==> src/rtl/gap_pkg.sv <==
// Shared types and constant helpers for the global-average-pooling sequencer.
package gap_pkg;

    // Widest beat the lane-mask helper can handle (LANES*DW must not exceed this).
    localparam int unsigned GapMaxBits = 1024;

    typedef enum logic [2:0] {
        StIdle   = 3'd0,
        StClear  = 3'd1,
        StAccum  = 3'd2,
        StDrain  = 3'd3,
        StOutput = 3'd4,
        StDone   = 3'd5
    } gap_state_e;

    // Beats needed to carry one channel: ceil(pix / lanes).
    function automatic int unsigned gap_beats(input int unsigned pix, input int unsigned lanes);
        return (pix + lanes - 1) / lanes;
    endfunction

    // Valid lanes in the final beat of a channel.
    function automatic int unsigned gap_rem(input int unsigned pix, input int unsigned lanes);
        return pix - (gap_beats(pix, lanes) - 1) * lanes;
    endfunction

    // Counter width for n distinct values, never narrower than one bit.
    function automatic int unsigned gap_width(input int unsigned n);
        return (n > 1) ? $clog2(n) : 1;
    endfunction

    // Keep lanes 0..nlanes-1 of a right-aligned beat; lane 0 sits at the MSB end, so the
    // dropped lanes are the low-order ones.
    function automatic logic [GapMaxBits-1:0] gap_mask(input logic [GapMaxBits-1:0] data,
                                                       input int unsigned nlanes,
                                                       input int unsigned lanes,
                                                       input int unsigned dw);
        logic [GapMaxBits-1:0] keep;
        int unsigned           lo;
        lo   = (lanes - nlanes) * dw;
        keep = ~((GapMaxBits'(1) << lo) - GapMaxBits'(1));
        return data & keep;
    endfunction

endpackage

==> src/rtl/gap_ctrl.sv <==
// Global-average-pooling sequencer: drives the averager's clear/add/data controls per channel,
// captures each channel's average and hands it downstream with valid/ready.
module gap_ctrl
    import gap_pkg::*;
#(
    parameter int unsigned PIX_PER_CH = 4096,
    parameter int unsigned LANES      = 9,
    parameter int unsigned DW         = 10,
    parameter int unsigned NUM_CH     = 1024,
    parameter int unsigned AVG_LAT    = 2      // must be >= 1
) (
    input  logic                         i_clk,
    input  logic                         i_reset,
    input  logic                         i_start,
    input  logic                         i_in_valid,
    input  logic [LANES*DW-1:0]          i_in_data,
    output logic                         o_in_ready,
    output logic                         o_avg_clr,
    output logic                         o_avg_add,
    output logic [LANES*DW-1:0]          o_avg_data,
    input  logic [DW-1:0]                i_avg_result,
    output logic                         o_out_valid,
    output logic [DW-1:0]                o_out_data,
    output logic [gap_width(NUM_CH)-1:0] o_out_ch,
    input  logic                         i_out_ready,
    output logic                         o_busy,
    output logic                         o_done
);

    localparam int unsigned BEATS = gap_beats(PIX_PER_CH, LANES);
    localparam int unsigned REM   = gap_rem(PIX_PER_CH, LANES);
    localparam int unsigned DBITS = LANES * DW;
    localparam int unsigned BW    = gap_width(BEATS);
    localparam int unsigned DRW   = gap_width(AVG_LAT + 1);
    localparam int unsigned CW    = gap_width(NUM_CH);

    localparam logic [BW-1:0]  LAST_BEAT  = BW'(BEATS - 1);
    localparam logic [DRW-1:0] LAST_DRAIN = DRW'(AVG_LAT - 1);
    localparam logic [CW-1:0]  LAST_CH    = CW'(NUM_CH - 1);

    gap_state_e       r_state;
    gap_state_e       w_state_nxt;
    logic [CW-1:0]    r_ch;
    logic [CW-1:0]    w_ch_nxt;
    logic [BW-1:0]    r_beat;
    logic [BW-1:0]    w_beat_nxt;
    logic [DRW-1:0]   r_drain;
    logic [DRW-1:0]   w_drain_nxt;

    logic             r_avg_add;
    logic [DBITS-1:0] r_avg_data;
    logic [DW-1:0]    r_out_data;
    logic [CW-1:0]    r_out_ch;

    logic             w_hs;
    logic             w_last_beat;
    logic             w_capture;
    logic [DBITS-1:0] w_masked;

    // Handshake qualifiers and the final-beat lane mask.
    always_comb begin
        w_hs        = i_in_valid && (r_state == StAccum);
        w_last_beat = (r_beat == LAST_BEAT);
        w_masked    = DBITS'(gap_mask(GapMaxBits'(i_in_data), REM, LANES, DW));
    end

    // Next-state logic: channel/beat/drain sequencing.
    always_comb begin
        w_state_nxt = r_state;
        w_ch_nxt    = r_ch;
        w_beat_nxt  = r_beat;
        w_drain_nxt = r_drain;
        w_capture   = 1'b0;
        unique case (r_state)
            StIdle: begin
                if (i_start) begin
                    w_state_nxt = StClear;
                    w_ch_nxt    = '0;
                end
            end
            StClear: begin
                w_beat_nxt  = '0;
                w_state_nxt = StAccum;
            end
            StAccum: begin
                if (i_in_valid) begin
                    if (w_last_beat) begin
                        w_drain_nxt = '0;
                        w_state_nxt = StDrain;
                    end else begin
                        w_beat_nxt = r_beat + BW'(1);
                    end
                end
            end
            StDrain: begin
                // The averager samples the last add on the first DRAIN edge; its result is
                // ready to be captured on the AVG_LAT-th DRAIN edge.
                if (r_drain == LAST_DRAIN) begin
                    w_capture   = 1'b1;
                    w_state_nxt = StOutput;
                end else begin
                    w_drain_nxt = r_drain + DRW'(1);
                end
            end
            StOutput: begin
                if (i_out_ready) begin
                    if (r_ch == LAST_CH) begin
                        w_state_nxt = StDone;
                    end else begin
                        w_ch_nxt    = r_ch + CW'(1);
                        w_state_nxt = StClear;
                    end
                end
            end
            StDone: begin
                w_state_nxt = StIdle;
            end
            default: begin
                w_state_nxt = StIdle;
            end
        endcase
    end

    // State and counter registers; reset aborts any frame in flight.
    always_ff @(posedge i_clk or posedge i_reset) begin
        if (i_reset) begin
            r_state <= StIdle;
            r_ch    <= '0;
            r_beat  <= '0;
            r_drain <= '0;
        end else begin
            r_state <= w_state_nxt;
            r_ch    <= w_ch_nxt;
            r_beat  <= w_beat_nxt;
            r_drain <= w_drain_nxt;
        end
    end

    // Registered averager controls: one add per accepted beat, last beat masked.
    always_ff @(posedge i_clk or posedge i_reset) begin
        if (i_reset) begin
            r_avg_add  <= 1'b0;
            r_avg_data <= '0;
        end else begin
            r_avg_add <= w_hs;
            if (w_hs) begin
                r_avg_data <= w_last_beat ? w_masked : i_in_data;
            end
        end
    end

    // Result capture; held unchanged for the whole OUTPUT stall.
    always_ff @(posedge i_clk or posedge i_reset) begin
        if (i_reset) begin
            r_out_data <= '0;
            r_out_ch   <= '0;
        end else if (w_capture) begin
            r_out_data <= i_avg_result;
            r_out_ch   <= r_ch;
        end
    end

    // State-decoded outputs.
    always_comb begin
        o_in_ready  = (r_state == StAccum);
        o_avg_clr   = (r_state == StClear);
        o_out_valid = (r_state == StOutput);
        o_done      = (r_state == StDone);
        o_busy      = (r_state != StIdle);
        o_avg_add   = r_avg_add;
        o_avg_data  = r_avg_data;
        o_out_data  = r_out_data;
        o_out_ch    = r_out_ch;
    end

endmodule

==> config.mk <==
export PLATFORM = sky130hd
export DESIGN_NAME = gap_ctrl
export DESIGN_NICKNAME = d
export VERILOG_FILES = /design/src/rtl/gap_pkg.sv /design/src/rtl/gap_ctrl.sv
export SDC_FILE = /design/constraint.sdc
export NUM_CORES = 1
export LEC_CHECK = 0
export ABC_AREA = 0
export CAP_MARGIN = 40
export CORE_ASPECT_RATIO = 1.25
export CORE_MARGIN = 2
export CORE_UTILIZATION = 44
export CTS_BUF_LIST = sky130_fd_sc_hd__clkbuf_4
export CTS_CLUSTER_SIZE = 8
export DETAILED_ROUTE_END_ITERATION = 6
export PLACE_DENSITY = 0.81
export SYNTH_ARGS = -nofsm -noshare
export SYNTH_HDL_FRONTEND = slang
export SYNTH_SLANG_ARGS = --single-unit
==> constraint.sdc <==
create_clock -name i_clk -period 4.8 [get_ports i_clk]
set_input_delay 0.48 -clock i_clk [delete_from_list [all_inputs] [get_ports i_clk]]
set_output_delay 0.48 -clock i_clk [all_outputs]
set_load 0.01 [all_outputs]
==> flow_metrics.tcl <==
set metrics [dict create \
    synth_nets 512 \
    wirelength_um 13590 \
    r2r-end "o_avg_data[10]" \
    viasPerCell 5.221 \
    syn_to_final_growth_pct 49.40 \
    cts_buffer_depth 2 \
    htreeDepth 4 \
    muxShareOfSynthArea_pct 6.911 \
    synth-simple-area-share_pct 6.911 \
    dr.first_iter.drc_count 146 \
    yosys.area_share.adder_pct 0.7004 \
    clk_latency_ns 0.51 \
    async_reset_ff_share_pct 100.0 \
    synthFlopType "dfrtp_1" \
    rsz0062_at_grt "no" \
    path_clk_slew_ns 0.12 \
    routabilityCongestion 0.8774 \
    synth_top_family_by_area "compound AO/OA/AOI/OAI gates" \
    wl_per_cell_um 17.08 \
    setup_viol 0 \
    core_um2 11990 \
    pin_count 221 \
    io_buffers 220 \
    cts-root-buf "clkbuf_4" \
    peakVddDrop_v 0.0003363 \
    slew_headroom_pct 50.01 \
    cts_resized 0 \
    synth-edff-count 0 \
    cts_tree "done" \
    cts_buffers 17 \
    synth-seq-area-share_pct 63.04 \
    hold_class "input port to asynchronous set/reset pin" \
    drt.antenna.violating_nets 0 \
    status "finished, final reports clean" \
    maxCapViolations 0 \
    fp.dieH_um 127.4 \
    cpLargestDelayFamily "buffers and inverters" \
    hold_viol_final 0 \
    ys_warn_count 0 \
    cts_setup_buffers 0 \
    drv_slew 0 \
    track_usage_pct 21.70 \
    num_vias 4156 \
    worst_pin_slew_ns 0.7498 \
    drive_gt1_share_pct 12.18 \
    cts.sink_count 135 \
    post-route-period-util_pct 59.57 \
    grt_overflow_total 0 \
    n_antenna_cell 0 \
    place_hpwl_um 9776 \
    first_pass_iters 5 \
    antenna_found_initial 0 \
    r2r_slack_ns 2.25 \
    synth_xor_area_share_pct 0.1634 \
    cp_num_buf_inv 2 \
    start_kind "flip-flop" \
    cpPeakStageDelay_ns 0.66 \
    postSynthAreaPerCell_um2 13.26 \
    die-area_um2 13080 \
    slowest_stage "dfrtp_1" \
    power_density_nw_per_um2 600.1 \
    final.min_clock_period_ns 2.860 \
    floorplan.initialDensity_pct 44.68 \
    startpoint "r_state[2]" \
    worst_setup_path_end_kind "primary output" \
    critPathArrivalTime_ns 2.38 \
    cp_max_fo 15 \
    total_power_mw 4.805 \
    max_freq_mhz 349.7 \
    die_width_um 102.7 \
    fin_tns_setup_ns 0 \
    synth_seq_cells 135 \
    reg2reg_depth 6 \
    drc 0 \
    rows 45 \
    grt_pass1_wl_um 21960 \
    required_ns 4.32 \
    fin_nets 727 \
    p_leak_nw 3.464 \
    r2r-start "r_beat[0]" \
    netlist_area_um2 5359 \
    grt_pass1_vias 4398 \
    ys_types 48 \
    fillers 924 \
    skew_ns 0.01725 \
    path_class "flip-flop to primary output" \
    grt_max_degree 65 \
    hold_buffers 0 \
    synth_compound_area_share_pct 18.94 \
    netlist_instances 404 \
    crit_chain "or3b_1 > inv_2 > clkdlybuf4s50_1" \
]
-- routing by layer --
layer	share of wire (%)	global-route usage, %	vias up
met5	0	0	-
met4	1.6	8.078	0
met3	6.4	6.018	16
met2	52	35.45	175
met1	40	27.43	2024
li1	-	-	1941
-- Yosys cell counts, drive strengths merged, types with 4 or more instances --
| cell | instances | share of area (%) |
|---|---|---|
| clkbuf | 10 | 0.70 |
| nor3 | 8 | 0.84 |
| a21oi | 5 | 0.68 |
| nand3 | 9 | 0.84 |
| mux2 | 32 | 6.7 |
| nor2 | 12 | 0.84 |
| a22o | 82 | 13 |
| inv | 9 | 0.63 |
| buf | 21 | 2.0 |
| a31oi | 5 | 0.58 |
| or2 | 4 | 0.47 |
| o22a | 4 | 0.65 |
| and3 | 6 | 0.70 |
| nand2 | 15 | 1.1 |
| o21ai | 13 | 1.2 |
| dfrtp | 135 | 63 |
-- cell families (layout without fill, tap and decap cells) --
family | after synthesis | count (layout)
flops | 135 | 135
compound gates | 125 | 125
simple gates | 67 | 67
buf+inv | 40 | 268
mux | 33 | 33
fa+ha+maj | 3 | 3
xor+xnor | 1 | 1
-- cells in the final DEF (no fill, tap or decap), drive strengths merged, types with 7 or more instances in the layout --
cell type,count
a22o,82
buf,7
clkbuf,22
clkdlybuf4s50,220
dfrtp,135
inv,9
mux2,32
nand2,15
nand3,9
nor2,12
nor3,8
o21ai,13
-- registers in the layout, indices dropped and copies added, names as in the netlist --
name / cells
r_drain: 2
o_avg_add: 1
o_out_ch: 10
o_out_data: 10
o_avg_data: 90
r_ch: 10
r_beat: 9
r_state: 3
-- worst max-delay path by stage --
| stage | to | slack (ns) | cells after the start |
|---|---|---|---|
| finish | o_out_valid | 1.94 | 3 |
| global route | o_out_valid | 1.81 | 3 |
| CTS | o_out_valid | 1.89 | 3 |
| detailed placement | o_avg_data[20] | 2.11 | 6 |
| global placement | o_avg_data[38] | 1.98 | 5 |
| floorplan | o_avg_add | 0.71 | 1 |
-- area by class of cell --
class / count / area [µm²] / area share (%)
Clock buffer: 22 / 165.2 / 2.063
Tap cell: 164 / 205.2 / 2.563
Multi-Input combinational cell: 229 / 1818 / 22.71
Timing Repair Buffer: 227 / 2298 / 28.71
Sequential cell: 135 / 3378 / 42.19
Clock inverter: 10 / 105.1 / 1.313
Inverter: 9 / 36.28 / 0.4532
-- report_power, final --
part	internal, mW	total (mW)	switching [mW]
clock	0.332	0.724	0.391
combinational	1.31	2.18	0.872
sequential	1.59	1.90	0.306
-- per-stage QoR --
| step | instances | hold WS [ns] | util (%) | area [µm²] | setup WS (ns) |
|---|---|---|---|---|---|
| 2_1_floorplan | 404 | 0.4650 | - | 5359 | 0.7089 |
| 3_3_place_gp | 761 | 0.4727 | 63.95 | 7670 | 1.983 |
| 3_5_place_dp | 764 | 0.4911 | 64.51 | 7736 | 2.106 |
| 4_1_cts | 796 | 0.4394 | 66.76 | 8006 | 1.889 |
| 5_1_grt | 796 | 0.4800 | 66.76 | 8006 | 1.808 |
| 6_report | 796 | 0.4464 | 66.76 | 8006 | 1.940 |
No activity file was read; power rests on OpenSTA's default activity.
